--- config.mk ---
export PLATFORM = sky130hd
export DESIGN_NAME = uart_to_bram
export DESIGN_NICKNAME = d
export VERILOG_FILES = /design/src/rtl/uart_to_bram_pkg.sv /design/src/rtl/uart_rx.sv /design/src/rtl/uart_to_bram.sv
export SDC_FILE = /design/constraint.sdc
export NUM_CORES = 1
export LEC_CHECK = 0
export ABC_CLOCK_PERIOD_IN_PS = 2700
export CORE_UTILIZATION = 50
export CTS_CLUSTER_DIAMETER = 120
export DETAILED_ROUTE_END_ITERATION = 10
export PLACE_DENSITY = 0.72
export SLEW_MARGIN = 30
export SYNTH_ARGS = -nofsm -noshare
export SYNTH_HDL_FRONTEND = slang
export SYNTH_SLANG_ARGS = --single-unit
--- constraint.sdc ---
create_clock -name clk -period 2.7 [get_ports clk]
set_input_delay 0.675 -clock clk [delete_from_list [all_inputs] [get_ports clk]]
set_output_delay 0.675 -clock clk [all_outputs]
set_load 0.03 [all_outputs]
--- src/rtl/uart_to_bram_pkg.sv ---
// Shared constants and RX state encodings for the UART-to-BRAM loader.
package uart_to_bram_pkg;

    typedef enum logic [1:0] {
        RX_IDLE  = 2'd0,
        RX_START = 2'd1,
        RX_DATA  = 2'd2,
        RX_STOP  = 2'd3
    } rx_state_e;

    localparam int BYTES_PER_WORD  = 4;
    localparam int IDLE_FLUSH_BITS = 16;

endpackage

--- src/rtl/uart_rx.sv ---
// 8N1 serial receiver: 2-flop synchronizer, bit timer and RX FSM.
// Exposes an idle indication only when UART_TO_BRAM_IDLE_FLUSH_EN is defined.
module uart_rx
    import uart_to_bram_pkg::*;
#(
    parameter int CLKS_PER_BIT = 10
) (
    input  logic       clk,
    input  logic       reset,
    input  logic       rx_in,
    output logic [7:0] rx_byte,
    output logic       rx_valid,
`ifdef UART_TO_BRAM_IDLE_FLUSH_EN
    output logic       rx_idle,
`endif
    output logic       rx_ferr
);

    localparam int TW = $clog2(CLKS_PER_BIT + 1);
    localparam logic [TW-1:0] HALF_LAST = TW'(CLKS_PER_BIT / 2 - 1);
    localparam logic [TW-1:0] FULL_LAST = TW'(CLKS_PER_BIT - 1);

    logic            sync1_q, sync2_q;
    rx_state_e       state_q;
    logic [TW-1:0]   timer_q;
    logic [2:0]      bit_idx_q;
    logic [7:0]      shift_q;
    logic            valid_q, ferr_q;

    always_ff @(posedge clk) begin
        if (reset) begin
            sync1_q <= 1'b1;
            sync2_q <= 1'b1;
        end else begin
            sync1_q <= rx_in;
            sync2_q <= sync1_q;
        end
    end

    // Timer restarts on every state change so each sample lands mid-bit.
    always_ff @(posedge clk) begin
        if (reset) begin
            state_q   <= RX_IDLE;
            timer_q   <= '0;
            bit_idx_q <= '0;
            shift_q   <= '0;
            valid_q   <= 1'b0;
            ferr_q    <= 1'b0;
        end else begin
            valid_q <= 1'b0;
            ferr_q  <= 1'b0;
            case (state_q)
                RX_IDLE: begin
                    if (!sync2_q) begin
                        state_q <= RX_START;
                        timer_q <= '0;
                    end
                end
                RX_START: begin
                    if (timer_q == HALF_LAST) begin
                        timer_q   <= '0;
                        bit_idx_q <= '0;
                        state_q   <= sync2_q ? RX_IDLE : RX_DATA;
                    end else begin
                        timer_q <= timer_q + 1'b1;
                    end
                end
                RX_DATA: begin
                    if (timer_q == FULL_LAST) begin
                        timer_q   <= '0;
                        shift_q   <= {sync2_q, shift_q[7:1]};
                        bit_idx_q <= bit_idx_q + 3'd1;
                        if (bit_idx_q == 3'd7) begin
                            state_q <= RX_STOP;
                        end
                    end else begin
                        timer_q <= timer_q + 1'b1;
                    end
                end
                RX_STOP: begin
                    if (timer_q == FULL_LAST) begin
                        timer_q <= '0;
                        valid_q <= sync2_q;
                        ferr_q  <= !sync2_q;
                        state_q <= RX_IDLE;
                    end else begin
                        timer_q <= timer_q + 1'b1;
                    end
                end
                default: state_q <= RX_IDLE;
            endcase
        end
    end

    assign rx_byte  = shift_q;
    assign rx_valid = valid_q;
    assign rx_ferr  = ferr_q;
`ifdef UART_TO_BRAM_IDLE_FLUSH_EN
    assign rx_idle  = (state_q == RX_IDLE);
`endif

endmodule

--- src/rtl/uart_to_bram.sv ---
// Loads BRAM from a UART byte stream, packing bytes little-endian into words.
// Optional partial-word flush on line idle: UART_TO_BRAM_IDLE_FLUSH_EN.
module uart_to_bram
    import uart_to_bram_pkg::*;
#(
    parameter int ADDR_WIDTH = 10,
    parameter int DATA_WIDTH = 32,
    parameter int CLK_FREQ   = 100_000_000,
    parameter int BAUD_RATE  = 9600
) (
    input  logic                  clk,
    input  logic                  reset,
    input  logic                  uart_rx,
    output logic                  bram_we,
    output logic [ADDR_WIDTH-1:0] bram_addr,
    output logic [DATA_WIDTH-1:0] bram_wdata,
    output logic                  done,
    output logic                  frame_err,
    output logic [ADDR_WIDTH+1:0] byte_cnt_total
);

    localparam int CLKS_PER_BIT = CLK_FREQ / BAUD_RATE;
    localparam logic [ADDR_WIDTH-1:0] LAST_ADDR = '1;
    localparam logic [1:0] LAST_LANE = 2'(BYTES_PER_WORD - 1);

    logic [7:0] rx_byte;
    logic       rx_valid, rx_ferr;

    logic [1:0]            lane_q, lane_d;
    logic [DATA_WIDTH-1:0] word_q, word_d, merged;
    logic [ADDR_WIDTH+1:0] byte_cnt_q, byte_cnt_d;
    logic [ADDR_WIDTH-1:0] addr_q, addr_d;
    logic                  we_q, we_d;
    logic [DATA_WIDTH-1:0] wdata_q, wdata_d;
    logic                  done_q, done_d;
    logic                  ferr_q, ferr_d;

`ifdef UART_TO_BRAM_IDLE_FLUSH_EN
    localparam int FLUSH_CYCLES = IDLE_FLUSH_BITS * CLKS_PER_BIT;
    localparam int IW = $clog2(FLUSH_CYCLES);
    localparam logic [IW-1:0] FLUSH_LAST = IW'(FLUSH_CYCLES - 1);
    logic          rx_idle;
    logic [IW-1:0] idle_cnt_q, idle_cnt_d;
`endif

    uart_rx #(
        .CLKS_PER_BIT(CLKS_PER_BIT)
    ) u_rx (
        .clk     (clk),
        .reset   (reset),
        .rx_in   (uart_rx),
        .rx_byte (rx_byte),
        .rx_valid(rx_valid),
`ifdef UART_TO_BRAM_IDLE_FLUSH_EN
        .rx_idle (rx_idle),
`endif
        .rx_ferr (rx_ferr)
    );

    // Word buffer is cleared after every write so a flushed partial word has zero upper lanes.
    always_comb begin
        lane_d     = lane_q;
        word_d     = word_q;
        byte_cnt_d = byte_cnt_q;
        addr_d     = addr_q;
        we_d       = 1'b0;
        wdata_d    = wdata_q;
        done_d     = done_q;
        ferr_d     = ferr_q | (rx_ferr & ~done_q);
        merged     = word_q;
        merged[{lane_q, 3'b000} +: 8] = rx_byte;

        if (we_q) begin
            if (addr_q == LAST_ADDR) begin
                done_d = 1'b1;
            end else begin
                addr_d = addr_q + 1'b1;
            end
        end

        if (rx_valid && !done_q) begin
            byte_cnt_d = byte_cnt_q + 1'b1;
            if (lane_q == LAST_LANE) begin
                we_d    = 1'b1;
                wdata_d = merged;
                word_d  = '0;
                lane_d  = '0;
            end else begin
                word_d = merged;
                lane_d = lane_q + 1'b1;
            end
        end

`ifdef UART_TO_BRAM_IDLE_FLUSH_EN
        idle_cnt_d = '0;
        if (!done_q && rx_idle && lane_q != 2'd0 && !rx_valid) begin
            if (idle_cnt_q == FLUSH_LAST) begin
                we_d    = 1'b1;
                wdata_d = word_q;
                word_d  = '0;
                lane_d  = '0;
            end else begin
                idle_cnt_d = idle_cnt_q + 1'b1;
            end
        end
`endif
    end

    always_ff @(posedge clk) begin
        if (reset) begin
            lane_q     <= '0;
            word_q     <= '0;
            byte_cnt_q <= '0;
            addr_q     <= '0;
            we_q       <= 1'b0;
            wdata_q    <= '0;
            done_q     <= 1'b0;
            ferr_q     <= 1'b0;
`ifdef UART_TO_BRAM_IDLE_FLUSH_EN
            idle_cnt_q <= '0;
`endif
        end else begin
            lane_q     <= lane_d;
            word_q     <= word_d;
            byte_cnt_q <= byte_cnt_d;
            addr_q     <= addr_d;
            we_q       <= we_d;
            wdata_q    <= wdata_d;
            done_q     <= done_d;
            ferr_q     <= ferr_d;
`ifdef UART_TO_BRAM_IDLE_FLUSH_EN
            idle_cnt_q <= idle_cnt_d;
`endif
        end
    end

    assign bram_we        = we_q;
    assign bram_addr      = addr_q;
    assign bram_wdata     = wdata_q;
    assign done           = done_q;
    assign frame_err      = ferr_q;
    assign byte_cnt_total = byte_cnt_q;

endmodule

==> results of run 1 <==
## cell type report
type                            instances  share of cell area (%)
Timing Repair Buffer                   68                   10.03
Sequential cell                       122                   36.66
Tap cell                              136                   2.554
Clock inverter                         12                   2.441
Clock buffer                           20                   6.836
Inverter                               12                  0.6761
Multi-Input combinational cell        464                   40.81
## cell families after synthesis
family	Yosys count	synth area share, %
fa+ha+maj	16	3.758
mux	3	0.5638
simple gates	311	27.48
flops	122	45.85
compound gates	106	14.56
xor+xnor	28	4.604
buf+inv	45	3.171
## registers in the layout (all words and copies together) (netlist names), named ones only
signal	cells
bram_addr	10
bram_wdata	32
u_rx.rx_byte	8
word_q	32
u_rx.rx_valid	1
byte_cnt_total	12
bram_we	1
done	1
u_rx.sync1_q	1
lane_q	2
u_rx.sync2_q	1
frame_err	1
u_rx.state_q	1
u_rx.rx_ferr	1
u_rx.bit_idx_q	3
u_rx.timer_q	14
## cell usage after synthesis, drive strengths merged (3+ instances only)
cell type,count,area [um^2]
a311oi,28,245.2
xor2,17,148.9
o21ai,5,25.02
clkbuf,27,101.4
ha,16,200.2
inv,12,45.04
nor4bb,5,50.05
nor2,102,382.9
a211oi,7,52.55
or2,5,31.28
nand4,9,56.30
nand3,9,45.04
nand2,108,405.4
nand2b,35,219.0
nor3,3,15.01
xnor2,11,96.34
a22oi,27,202.7
a21oi,29,145.1
and2,3,18.77
mux2i,3,30.03
and4,4,35.03
and3,4,25.02
nor4,3,18.77
buf,6,22.52
dfxtp,122,2442
nor2b,8,50.05
## through the flow
stage / hold slack (ns) / util [%] / instances / worst slack [ns] / area, um^2
floorplan: 0.3895 / - / 631 / 0.6146 / 5326
global placement: 0.3968 / 58.55 / 802 / 0.4931 / 6045
detailed placement: 0.3947 / 58.55 / 802 / 0.4295 / 6045
CTS: 0.4032 / 64.54 / 834 / 0.3594 / 6663
global route: 0.4092 / 64.54 / 834 / 0.1999 / 6663
finish: 0.4018 / 64.54 / 834 / 0.3441 / 6663
## report_power, final
group          total (mW)  internal [mW]  switching, mW
logic               0.107         0.0326         0.0745
registers            1.81           1.81        0.00526
clock network        2.33           1.49          0.839
## worst min path at each step
stage	start	end	slack, ns	cells past startpoint
5_1_grt	u_rx.sync1_q$_SDFF_PP1_	u_rx.sync2_q$_SDFF_PP1_	0.41	1
6_report	u_rx.sync1_q$_SDFF_PP1_	u_rx.sync2_q$_SDFF_PP1_	0.40	1
2_1_floorplan	u_rx.sync1_q$_SDFF_PP1_	u_rx.sync2_q$_SDFF_PP1_	0.39	1
3_3_place_gp	u_rx.sync1_q$_SDFF_PP1_	u_rx.sync2_q$_SDFF_PP1_	0.40	1
4_1_cts	u_rx.sync1_q$_SDFF_PP1_	u_rx.sync2_q$_SDFF_PP1_	0.40	1
3_5_place_dp	u_rx.sync1_q$_SDFF_PP1_	u_rx.sync2_q$_SDFF_PP1_	0.39	1
## per-layer routing
| layer | part of all wire [%] | wire length, um | track usage [%] |
|---|---|---|---|
| met1 | 48 | 5801 | 30.84 |
| met2 | 48 | 5692 | 35.48 |
| met3 | 2.9 | 346 | 5.009 |
| met4 | 1.2 | 138 | 7.545 |
| met5 | 0 | 0 | 0 |
==> tab_implementation.tex, run 1 <==
\begin{tabular}{lr}
\hline
Metric & Value \\
\hline
\multicolumn{2}{l}{\textbf{Run status}} \\
\quad Result of the run & complete, no violations \\
\multicolumn{2}{l}{\textbf{Clocking}} \\
\quad Worst-path clk slew & approximately 0.06 ns \\
\quad Clock latency on the worst-skew pair & 0.51 ns \\
\quad Hold buffer count at CTS & 0 \\
\quad Maximum level of the CTS H-tree & 4 \\
\quad CTS root buf & sky130\_fd\_sc\_hd\_\_clkbuf\_8 \\
\quad Number of gates resized after cts & 0 \\
\quad CTS tree & done \\
\quad Number of CTS-inserted buffers & 17 \\
\quad CTS sink cnt & 122 \\
\quad Setup Buffers After CTS & 0 \\
\quad Maximum count of clock buffers along a single path & 2 \\
\multicolumn{2}{l}{\textbf{Setup path}} \\
\quad Worst path depth & 5 \\
\quad Maximum net fanout on the critical path & 5 \\
\quad Worst Setup SP & u\_rx.timer\_q[0]\$\_SDFFE\_PP0N\_ \\
\quad Reg-to-reg critical path endpoint & u\_rx.timer\_q[1]\$\_SDFFE\_PP0N\_ \\
\quad Crit path max-delay family & compound AO/OA/AOI/OAI gates \\
\quad Worst path cell trace & ha\_1 > or3b\_2 > o41ai\_4 > o21ai\_0 > a32o\_1 \\
\quad Kind of end point of the critical path & register \\
\quad Crit Path Class & register to register \\
\quad Endpoint of the most critical setup path & u\_rx.timer\_q[1]\$\_SDFFE\_PP0N\_ \\
\quad Launch instance of the worst register-to-register path & u\_rx.timer\_q[0]\$\_SDFFE\_PP0N\_ \\
\quad Critical path data required time & about 3.1 ns \\
\quad Arr. time, crit path & 2.75 ns \\
\quad Slack of the worst reg-to-reg path & 0.34 ns \\
\quad Total buffers and inverters traversed by the critical path & 0 \\
\quad Crit-path max cell delay & 0.49 ns \\
\quad CP max stage cell & sky130\_fd\_sc\_hd\_\_or3b\_2 \\
\quad CP startpoint kind & register \\
\quad Depth of the most critical reg-to-reg path & 5 \\
\multicolumn{2}{l}{\textbf{Route}} \\
\quad Via Count & 4602 \\
\quad ANT nets after route & 0 \\
\quad Drt total wl & 11980 um \\
\quad DRC errors left & 0 \\
\quad Detailed-route vias per instance & 5.518 \\
\quad Average detailed-routed wire length per instance & 14.36 um \\
\quad TritonRoute pass-1 iters & 5 \\
\quad DRC violation total after the first TritonRoute iteration & $\sim$220 \\
\multicolumn{2}{l}{\textbf{Finish}} \\
\quad Footprint of the flip-flops and latches & $\sim$2400 um\^{}2 \\
\quad Number of nets at the end of the flow & slightly above 700 \\
\quad Number of inserted filler cells in the final layout & approximately 850 \\
\quad Most common cell after layout, fill and taps aside & sky130\_fd\_sc\_hd\_\_dfxtp\_1 \\
\quad Ant diodes & 0 \\
\quad Commonest non-fill, non-tap cells in the layout & sky130\_fd\_sc\_hd\_\_dfxtp\_1 (122), sky130\_fd\_sc\_hd\_\_nand2\_1 (108), sky130\_fd\_sc\_hd\_\_nor2\_1 (101) \\
\quad Multi-input gate area in the final layout & 2719 um\^{}2 \\
\quad Area grow syn2layout & 25.09\% \\
\quad Share of cells above drive strength 1 & 7.307\% \\
\multicolumn{2}{l}{\textbf{Synth}} \\
\quad Most frequently used flop master after synthesis & sky130\_fd\_sc\_hd\_\_dfxtp\_1 \\
\quad Total of flip-flops plus latches after synthesis & 122 \\
\quad Count of different cell masters after synthesis & 44 \\
\quad Total standard cell area after synthesis & between 5000 and 6000 um\^{}2 \\
\quad Post-synthesis average cell area & 8.441 um\^{}2 \\
\quad Syn. warnings & 0 \\
\quad Post-synthesis async set-or-reset flop share & 0\% \\
\quad Share of synthesized area occupied by flip-flops and latches & 45.85\% \\
\quad Number of flops mapped to enable cells by yosys & 0 \\
\quad Post-synthesis instance total & 631 \\
\quad Net count after synthesis & 650 \\
\multicolumn{2}{l}{\textbf{Floorplan}} \\
\quad Core footprint & 10320 um\^{}2 \\
\quad Starting density of the core & 51.59\% \\
\quad Y dimension of the die & 105.2 um \\
\quad Num rows & 37 \\
\quad Ports placed on the boundary & 60 \\
\quad DIE AREA & 11070 um\^{}2 \\
\quad Die width & 105.2 um \\
\multicolumn{2}{l}{\textbf{Global routing}} \\
\quad Number of global-route vias before repair & roughly 4.3k \\
\quad Total congestion overflow after global routing & 0 \\
\quad Pin count of the biggest net entering global routing & 57 \\
\quad Wire length of the first global-routing pass & 20420 um \\
\quad Initial antenna violation count & 0 \\
\quad Tot GR Track Use & a little under a quarter \\
\multicolumn{2}{l}{\textbf{Power and ir drop}} \\
\quad Worst-case vdd ir drop & roughly 390 uV \\
\quad Total power after layout & 4.248 mW \\
\quad Pwr Density & 637.5 nW/um\^{}2 \\
\quad Static power due to leakage & roughly 2.4 nW \\
\multicolumn{2}{l}{\textbf{STA}} \\
\quad Worst clock skew on the final layout & 0.009185 ns \\
\quad Worst-margin pin slew & 0.6978 ns \\
\quad Worst slew slack as a fraction of its limit & between 50\% and 60\% \\
\quad Count of final hold-check violations & 0 \\
\quad Period Utilization, post-route & 87.25\% \\
\quad Time the worst path needs with I/O delays and setup & about 2.4 ns \\
\quad Setup Total Neg Slack & 0 ns \\
\quad Setup repair after global routing missed its margin & false \\
\quad Setup Viol. Count Final & 0 \\
\quad Max-slew violation count & 0 \\
\quad Upper clock frequency limit & 424.5 MHz \\
\multicolumn{2}{l}{\textbf{Place}} \\
\quad IO Port Bufs & 59 \\
\quad Final RePlAce weighted congestion & $\sim$0.9 \\
\quad Hpwl dp & between 7000 and 8000 um \\
\multicolumn{2}{l}{\textbf{Job}} \\
\quad Max-cap viol count & 0 \\
\multicolumn{2}{l}{\textbf{Worst hold path}} \\
\quad Classification of the worst-slack hold path & register to register \\
\hline
\end{tabular}
(Power assumes the default switching activity.)
==> inputs of run 2 (changes only) <==
--- a/config.mk
+++ b/config.mk
@@ -5,7 +5,7 @@
 export SDC_FILE = /design/constraint.sdc
 export NUM_CORES = 1
 export LEC_CHECK = 0
-export ABC_CLOCK_PERIOD_IN_PS = 2700
+export ABC_CLOCK_PERIOD_IN_PS = 2600
 export CORE_UTILIZATION = 50
 export CTS_CLUSTER_DIAMETER = 120
 export DETAILED_ROUTE_END_ITERATION = 10
@@ -14,3 +14,4 @@
 export SYNTH_ARGS = -nofsm -noshare
 export SYNTH_HDL_FRONTEND = slang
 export SYNTH_SLANG_ARGS = --single-unit
+export TNS_END_PERCENT = 50
==> constraint.sdc (replaced) <==
create_clock -name clk -period 2.6 [get_ports clk]
set_input_delay 0.65 -clock clk [delete_from_list [all_inputs] [get_ports clk]]
set_output_delay 0.65 -clock clk [all_outputs]
set_load 0.03 [all_outputs]
==> tab_implementation.tex, run 2 (synthesis gave the netlist of run 1 again) <==
\begin{tabular}{lr}
\hline
Metric & Value \\
\hline
\multicolumn{2}{l}{\textbf{Finish}} \\
\quad Share of cells above drive strength 1 & 7.439\% (was 7.307\%) \\
\quad Post-route core utilization & 64.66\% (was 64.54\%) \\
\quad Number of inserted filler cells in the final layout & 857 (was 851) \\
\quad Most common cell after layout, fill and taps aside & sky130\_fd\_sc\_hd\_\_dfxtp\_1 (unchanged) \\
\quad Number of nets at the end of the flow & 705 (was 704) \\
\quad Commonest non-fill, non-tap cells in the layout & sky130\_fd\_sc\_hd\_\_dfxtp\_1 (122), sky130\_fd\_sc\_hd\_\_nand2\_1 (108), sky130\_fd\_sc\_hd\_\_nor2\_1 (101) (unchanged) \\
\quad Area grow syn2layout & 25.32\% (was 25.09\%) \\
\quad Ant diodes & 0 (unchanged) \\
\quad Final Instance Area & 6675 um\^{}2 (was 6663 um\^{}2) \\
\multicolumn{2}{l}{\textbf{Global routing}} \\
\quad Pin count of the biggest net entering global routing & 51 (was 57) \\
\quad Wire length of the first global-routing pass & 21000 um (was 20420 um) \\
\quad Number of global-route vias before repair & 4537 (was 4321) \\
\quad Initial antenna violation count & 0 (unchanged) \\
\quad Total congestion overflow after global routing & 0 (unchanged) \\
\quad Tot GR Track Use & 23.64\% (was 22.65\%) \\
\multicolumn{2}{l}{\textbf{Setup path}} \\
\quad Arr. time, crit path & 1.67 ns (was 2.75 ns) \\
\quad Kind of end point of the critical path & output port (was register) \\
\quad Crit path max-delay family & buffers and inverters (was compound AO/OA/AOI/OAI gates) \\
\quad Maximum net fanout on the critical path & 7 (was 5) \\
\quad Critical path data required time & 1.95 ns (was 3.09 ns) \\
\quad CP max stage cell & sky130\_fd\_sc\_hd\_\_clkdlybuf4s50\_1 (was sky130\_fd\_sc\_hd\_\_or3b\_2) \\
\quad Crit Path Class & register to output port (was register to register) \\
\quad CP startpoint kind & register (unchanged) \\
\quad Crit-path max cell delay & 0.72 ns (was 0.49 ns) \\
\quad Worst path cell trace & clkdlybuf4s50\_1 (was ha\_1 > or3b\_2 > o41ai\_4 > o21ai\_0 > a32o\_1) \\
\quad Total buffers and inverters traversed by the critical path & 1 (was 0) \\
\multicolumn{2}{l}{\textbf{Clocking}} \\
\quad CTS sink cnt & 122 (unchanged) \\
\quad CTS tree & done (unchanged) \\
\quad Number of gates resized after cts & 0 (unchanged) \\
\quad Number of CTS-inserted buffers & 17 (unchanged) \\
\quad Worst-path clk slew & 0.06 ns (about the same) \\
\quad CTS root buf & sky130\_fd\_sc\_hd\_\_clkbuf\_8 (unchanged) \\
\quad Maximum level of the CTS H-tree & 4 (unchanged) \\
\quad Hold buffer count at CTS & 0 (unchanged) \\
\quad Clock latency on the worst-skew pair & 0.52 ns (was 0.51 ns) \\
\quad Maximum count of clock buffers along a single path & 2 (unchanged) \\
\quad Setup Buffers After CTS & 0 (unchanged) \\
\multicolumn{2}{l}{\textbf{STA}} \\
\quad Worst-margin pin slew & 0.8233 ns (was 0.6978 ns) \\
\quad Worst clock skew on the final layout & 0.006615 ns (was 0.009185 ns) \\
\quad Count of final hold-check violations & 0 (unchanged) \\
\quad Max-slew violation count & 0 (unchanged) \\
\quad Setup repair after global routing missed its margin & false (unchanged) \\
\quad WHS & 0.4162 ns (was 0.4018 ns) \\
\quad Time the worst path needs with I/O delays and setup & 2.322 ns \\
\quad Setup Total Neg Slack & 0 ns (unchanged) \\
\quad Upper clock frequency limit & 430.6 MHz \\
\quad Period Utilization, post-route & 89.32\% \\
\quad Worst slew slack as a fraction of its limit & 45.05\% (was 53.05\%) \\
\quad Setup Viol. Count Final & 0 (unchanged) \\
\multicolumn{2}{l}{\textbf{Route}} \\
\quad Via Count & 4668 (was 4602) \\
\quad ANT nets after route & 0 (unchanged) \\
\quad DRC errors left & 0 (unchanged) \\
\quad Average detailed-routed wire length per instance & 14.83 um (was 14.36 um) \\
\quad Detailed-route vias per instance & 5.590 (was 5.518) \\
\quad DRC violation total after the first TritonRoute iteration & 248 (was 215) \\
\quad TritonRoute pass-1 iters & 6 (was 5) \\
\quad Drt total wl & 12390 um (was 11980 um) \\
\multicolumn{2}{l}{\textbf{Floorplan}} \\
\quad Ports placed on the boundary & 60 (unchanged) \\
\quad DIE AREA & 11070 um\^{}2 (unchanged) \\
\quad Die width & 105.2 um (unchanged) \\
\quad Num rows & 37 (unchanged) \\
\quad Core footprint & 10320 um\^{}2 (unchanged) \\
\quad Starting density of the core & 51.59\% (unchanged) \\
\quad Y dimension of the die & 105.2 um (unchanged) \\
\multicolumn{2}{l}{\textbf{Power and ir drop}} \\
\quad Worst-case vdd ir drop & 356.8 uV (was 389.3 uV) \\
\quad Static power due to leakage & 2.413 nW (was 2.412 nW) \\
\quad Total power after layout & 4.451 mW (was 4.248 mW) \\
\quad Pwr Density & 666.8 nW/um\^{}2 (was 637.5 nW/um\^{}2) \\
\multicolumn{2}{l}{\textbf{Place}} \\
\quad Placement Cell Area & 6052 um\^{}2 (was 6045 um\^{}2) \\
\quad Hpwl dp & 8009 um (was 7838 um) \\
\quad IO Port Bufs & 59 (unchanged) \\
\quad Final RePlAce weighted congestion & 0.8037 (was 0.8878) \\
\multicolumn{2}{l}{\textbf{Job}} \\
\quad Max-cap viol count & 0 (unchanged) \\
\multicolumn{2}{l}{\textbf{Worst hold path}} \\
\quad Classification of the worst-slack hold path & register to register (unchanged) \\
\multicolumn{2}{l}{\textbf{Run status}} \\
\quad Result of the run & complete, no violations (unchanged) \\
\hline
\end{tabular}
## run 2: worst paths after layout
| check | startpoint | endpoint | slack (ns) | cells past startpoint |
|---|---|---|---|---|
| max | bram_addr[6]$_SDFFE_PP0P_ | bram_addr[6] | 0.28 | 1 |
| min | u_rx.sync1_q$_SDFF_PP1_ | u_rx.sync2_q$_SDFF_PP1_ | 0.42 | 1 |
| max reg2reg | u_rx.timer_q[0]$_SDFFE_PP0N_ | u_rx.timer_q[1]$_SDFFE_PP0N_ | 0.30 | 5 |
| min reg2reg | u_rx.sync1_q$_SDFF_PP1_ | u_rx.sync2_q$_SDFF_PP1_ | 0.42 | 1 |
## run 2: power breakdown
part	internal (mW)	total [mW]	switching [mW]
sequential	1.87	1.88	0.00518
combinational	0.0344	0.113	0.0785
clock	1.59	2.46	0.873
total	3.49	4.45	0.956
## run 2: stage by stage
step                setup WS, ns  instances
floorplan                 0.5146        631
global placement          0.3915        803
detailed placement        0.3280        803
CTS                       0.2667        835
global route              0.2067        835
finish                    0.2776        835
## run 2: area by class of cell
| type | count | area (um^2) | share of cell area [%] |
|---|---|---|---|
| timing repair buffer | 69 | 675.6 | 10.12 |
| tap | 136 | 170.2 | 2.549 |
| inverter | 12 | 45.04 | 0.6748 |
| clock inverter | 14 | 195.2 | 2.924 |
| clock buffer | 18 | 427.9 | 6.410 |
| sequential | 122 | 2442 | 36.59 |
| multi-input combinational | 464 | 2719 | 40.73 |
## run 2: metal layers
metal,wire length (um),GRT usage (%),up-vias,share of wire [%]
met1,5676,30.28,2258,46
met4,178,8.753,0,1.4
li1,-,-,2288,-
met5,0,0,-,0
met2,6017,39.05,106,49
met3,514,5.071,16,4.1
